<file path="config.mk">
export PLATFORM = sky130hd
export DESIGN_NAME = uart_tx_frame
export DESIGN_NICKNAME = d
export VERILOG_FILES = /design/src/rtl/uart_pkg.sv /design/src/rtl/uart_baud_cnt.sv /design/src/rtl/uart_tx_frame.sv
export SDC_FILE = /design/constraint.sdc
export NUM_CORES = 1
export LEC_CHECK = 0
export CORE_UTILIZATION = 48
export DETAILED_ROUTE_END_ITERATION = 10
export PLACE_DENSITY = 0.75
export SLEW_MARGIN = 10
export SYNTH_ARGS = -nofsm -noshare
export SYNTH_HDL_FRONTEND = slang
export SYNTH_HIERARCHICAL = 1
export SYNTH_SLANG_ARGS = --single-unit
</file>
<file path="constraint.sdc">
create_clock -name clk_i -period 3.7 [get_ports clk_i]
set_clock_uncertainty 0.2 [all_clocks]
set_input_delay 0.37 -clock clk_i [delete_from_list [all_inputs] [get_ports clk_i]]
set_output_delay 0.37 -clock clk_i [all_outputs]
set_load 0.05 [all_outputs]
</file>
<file path="src/rtl/uart_pkg.sv">
// Shared UART types and line levels for the transmitter and the baud counter.
package uart_pkg;

  localparam int   UART_DATA_W    = 8;
  localparam logic UART_IDLE_LVL  = 1'b1;
  localparam logic UART_START_LVL = 1'b0;

  // PARITY exists in every build; it is only reachable with UART_TX_PARITY_EN.
  typedef enum logic [2:0] {
    IDLE,
    START,
    DATA,
    PARITY,
    STOP
  } tx_state_t;

endpackage

</file>
<file path="src/rtl/uart_baud_cnt.sv">
// Bit-period divider: counts 0..CLK_DIV-1 while enabled and flags the last count.
module uart_baud_cnt #(
  parameter int CLK_DIV = 16
) (
  input  logic clk_i,
  input  logic rst_i,
  input  logic en_i,
  output logic tick_o
);

  localparam int CNT_W = (CLK_DIV > 1) ? $clog2(CLK_DIV) : 1;
  localparam logic [CNT_W-1:0] CNT_LAST = CNT_W'(CLK_DIV - 1);

  logic [CNT_W-1:0] r_cnt;

  assign tick_o = (r_cnt == CNT_LAST);

  always_ff @(posedge clk_i) begin
    if (rst_i || !en_i) begin
      r_cnt <= '0;
    end else if (tick_o) begin
      r_cnt <= '0;
    end else begin
      r_cnt <= r_cnt + CNT_W'(1);
    end
  end

endmodule

</file>
<file path="src/rtl/uart_tx_frame.sv">
// UART transmitter: one byte per valid/ready handshake, sent as 8N1 (8E1 when
// UART_TX_PARITY_EN is defined), LSB first, with a registered tx_o.
module uart_tx_frame
  import uart_pkg::*;
#(
  parameter int CLK_DIV = 16,
  parameter int DATA_W  = UART_DATA_W
) (
  input  logic              clk_i,
  input  logic              rst_i,
  input  logic [DATA_W-1:0] data_i,
  input  logic              valid_i,
  output logic              ready_o,
  output logic              tx_o,
  output logic              busy_o,
  output logic              done_o
);

  localparam logic [2:0] BIT_LAST = 3'(DATA_W - 1);

  tx_state_t         r_state;
  tx_state_t         w_state_nxt;
  logic [DATA_W-1:0] r_shift;
  logic [DATA_W-1:0] w_shift_nxt;
  logic [2:0]        r_bit_idx;
  logic [2:0]        w_bit_idx_nxt;
  logic              r_tx;
  logic              w_tx_nxt;
  logic              w_tick;
  logic              w_accept;
`ifdef UART_TX_PARITY_EN
  logic              r_parity;
`endif

  uart_baud_cnt #(
    .CLK_DIV (CLK_DIV)
  ) u_baud (
    .clk_i  (clk_i),
    .rst_i  (rst_i),
    .en_i   (r_state != IDLE),
    .tick_o (w_tick)
  );

  assign ready_o  = (r_state == IDLE);
  assign busy_o   = (r_state != IDLE);
  assign done_o   = (r_state == STOP) && w_tick;
  assign tx_o     = r_tx;
  assign w_accept = valid_i && ready_o;

  always_comb begin
    w_state_nxt   = r_state;
    w_shift_nxt   = r_shift;
    w_bit_idx_nxt = r_bit_idx;
    unique case (r_state)
      IDLE: begin
        if (w_accept) begin
          w_state_nxt = START;
          w_shift_nxt = data_i;
        end
      end
      START: begin
        if (w_tick) begin
          w_state_nxt   = DATA;
          w_bit_idx_nxt = 3'd0;
        end
      end
      DATA: begin
        if (w_tick) begin
          w_shift_nxt = r_shift >> 1;
          if (r_bit_idx == BIT_LAST) begin
`ifdef UART_TX_PARITY_EN
            w_state_nxt = PARITY;
`else
            w_state_nxt = STOP;
`endif
          end else begin
            w_bit_idx_nxt = r_bit_idx + 3'd1;
          end
        end
      end
      PARITY: begin
        if (w_tick) w_state_nxt = STOP;
      end
      STOP: begin
        if (w_tick) w_state_nxt = IDLE;
      end
      default: w_state_nxt = IDLE;
    endcase
  end

  // The line level is chosen from the next state so the flop output lines up with it.
  always_comb begin
    w_tx_nxt = UART_IDLE_LVL;
    unique case (w_state_nxt)
      START:   w_tx_nxt = UART_START_LVL;
      DATA:    w_tx_nxt = w_shift_nxt[0];
`ifdef UART_TX_PARITY_EN
      PARITY:  w_tx_nxt = r_parity;
`endif
      default: w_tx_nxt = UART_IDLE_LVL;
    endcase
  end

  always_ff @(posedge clk_i) begin
    if (rst_i) begin
      r_state   <= IDLE;
      r_shift   <= '0;
      r_bit_idx <= 3'd0;
      r_tx      <= UART_IDLE_LVL;
    end else begin
      r_state   <= w_state_nxt;
      r_shift   <= w_shift_nxt;
      r_bit_idx <= w_bit_idx_nxt;
      r_tx      <= w_tx_nxt;
    end
  end

`ifdef UART_TX_PARITY_EN
  always_ff @(posedge clk_i) begin
    if (rst_i) begin
      r_parity <= 1'b0;
    end else if (w_accept) begin
      r_parity <= ^data_i;
    end
  end
`endif

endmodule

</file>
==> run metrics <==
outcome completed; port bufs 14; Peak supply drop 0.250 mV; vias 747; clock root buffer clkbuf_4; layout cells sized above 1 15.2%; initial antenna violation count 0; DRC 0; hold_buf cts 0; crit-path max cell delay 850 ps; cell taking the most area after synthesis dfxtp_1; Wirelength per Cell 12.0 um; CTS Buf Count 3; first-pass GRT wire length 2610 um; clk buf depth 2; power consumption 377 uW; DR pass1 iterations 4; Syn. warnings 6; register area share after synthesis 41.3%; Die Ht 45.8 um; vias in the first global route 644; Post-CTS Setup Inserts 0; maximum capacitance violations 0; row count 15; final worst path period share 73.9%; Seq cells post-synth 19; post-synthesis instance area 921 um^2; Die W 45.8 um; pwr dens 349 nW/um^2; GR Overflow Total 0; critical path class reg2out; HP Class reg2reg; post-route cell area 1080 um^2; Buf/Inv on CP 1; gate count of the mapped netlist 99; Syn-to-layout area delta 17.3%; Final HPWL DP 1190 um; asr flop ratio synth 0%; syn nets 113; top-area cell type share of the netlist area 41.3%; EDFF count, synth 0; gr usage total 17.8%; final hold vios 0; GPL Wtd Cong 0.717; slowest CP cell clkdlybuf4s50_1; final WL 1640 um; CP arrival 2160 ps; Synth Flop Type dfxtp_1; Clk pin slew, worst setup/hold paths 100 ps; Post-CTS Resized 0; Worst path top cell family by delay buffers and inverters; # diodes 0; Worst Path Max Fanout 9; die area 2100 um^2; fmax 366 MHz; Initial Utilization 52.2%; pre-CTS setup slack 1280 ps; # setup viols final 0; Layout Nets 127; LEAKAGE 0.388 nW; Worst-Margin Slew 630 ps; Post-DP Area 1050 um^2; Final WS setup 966 ps; fillers 179; htree depth 1; worst path required time 3130 ps; drt initial violations 9; max-slew violations 0; largest cells by area after synthesis dfxtp_1, a21oi_1, a22oi_1, ha_1, nand2_1; Worst Setup End Kind primary output; fin crit period 2730 ps; Final TNS setup 0 ps; CTS tree done; num ports 15; Yosys cell types 38; CP startpoint kind flop; Antenna Nets Post-Route 0; Synth Area per Inst 9.30 um^2; CTS Sinks 19; Inst Count DP 133; core area 1760 um^2; non-filler cells, final 137; vias per inst 5.45; Slew HR 57.9%; largest net degree at the start of global routing 19; clock latency on the worst-skew pair 290 ps; RSZ-0062 raised after global routing false; worst-path cell chain ha_1, and3_4, nor4b_1, clkdlybuf4s50_1
cell type report:
class,instances,area [um^2],share of cell area (%)
clock buffers,4,26.3,2.43
inverters,4,15.0,1.39
multi-input cells,70,479,44.4
flip-flops and latches,19,380,35.2
well taps,25,31.3,2.90
repair buffers,15,148,13.7
power breakdown:
part | switching (mW) | leakage (nW) | internal (mW)
clock network | 0.0591 | 0.0150 | 0.0419
registers | 0.00646 | 0.155 | 0.213
logic | 0.0297 | 0.218 | 0.0272
Yosys cell counts, types with 2 or more instances:
library cell,instances
a21oi_1,13
a21oi_2,2
a22oi_1,7
buf_6,3
clkbuf_1,2
dfxtp_1,19
ha_1,3
inv_1,3
nand2_1,10
nor2_1,5
nor2_2,2
nor2b_1,2
nor3_1,2
o2111ai_1,2
metrics by stage:
stage / util, % / hold WS [ps]
finish: 61.2 / 249
global route: 61.2 / 277
floorplan: - / 217
CTS: 61.2 / 251
detailed placement: 59.7 / 236
global placement: 59.7 / 224
cell usage in the layout, fill, tap and decap left out, types with 2 or more instances in the layout:
cell,count
dfxtp_1,19
clkdlybuf4s50_1,14
a21oi_1,13
nand2_1,10
a22oi_1,7
nor2_1,5
inv_1,3
ha_1,3
clkbuf_4,3
nor2b_1,2
nor2_2,2
o2111ai_1,2
nor3_1,2
a21oi_2,2
flip-flops by register name (all words and copies together), names as in the netlist:
name,flops
r_shift,8
u_baud/r_cnt,4
r_bit_idx,3
r_state,3
tx_o,1
path summary, 6_finish.rpt:
path / start / endpoint / slack, ps / depth (start not counted)
setup reg to reg: u_baud/r_cnt[0]$_SDFF_PP0_ / r_shift[0]$_SDFF_PP0_ / 1680 / 7
setup / recovery: u_baud/r_cnt[0]$_SDFF_PP0_ / done_o / 970 / 4
hold / removal: u_baud/r_cnt[0]$_SDFF_PP0_ / u_baud/r_cnt[0]$_SDFF_PP0_ / 250 / 1
hold reg to reg: u_baud/r_cnt[0]$_SDFF_PP0_ / u_baud/r_cnt[0]$_SDFF_PP0_ / 250 / 1
per-layer routing:
metal  vias up  wire length, um  track usage (%)
li1        381                -                -
met1       355              758             19.3
met2         9              821             31.4
met3         2               44             5.95
met4         0               14             7.06
met5         -                0                0
cell families (layout without fill, tap and decap cells):
| group | Yosys count | count (layout) | synth area share, % |
|---|---|---|---|
| AO/OA/AOI/OAI | 28 | 28 | 19.3 |
| XOR/XNOR | 2 | 2 | 1.90 |
| flip-flops | 19 | 19 | 41.3 |
| buffers and inverters | 10 | 23 | 6.66 |
| AND/OR/NAND/NOR | 37 | 37 | 26.8 |
| adder cells (fa/ha/maj) | 3 | 3 | 4.08 |
Power figures use the tool's default switching activity.
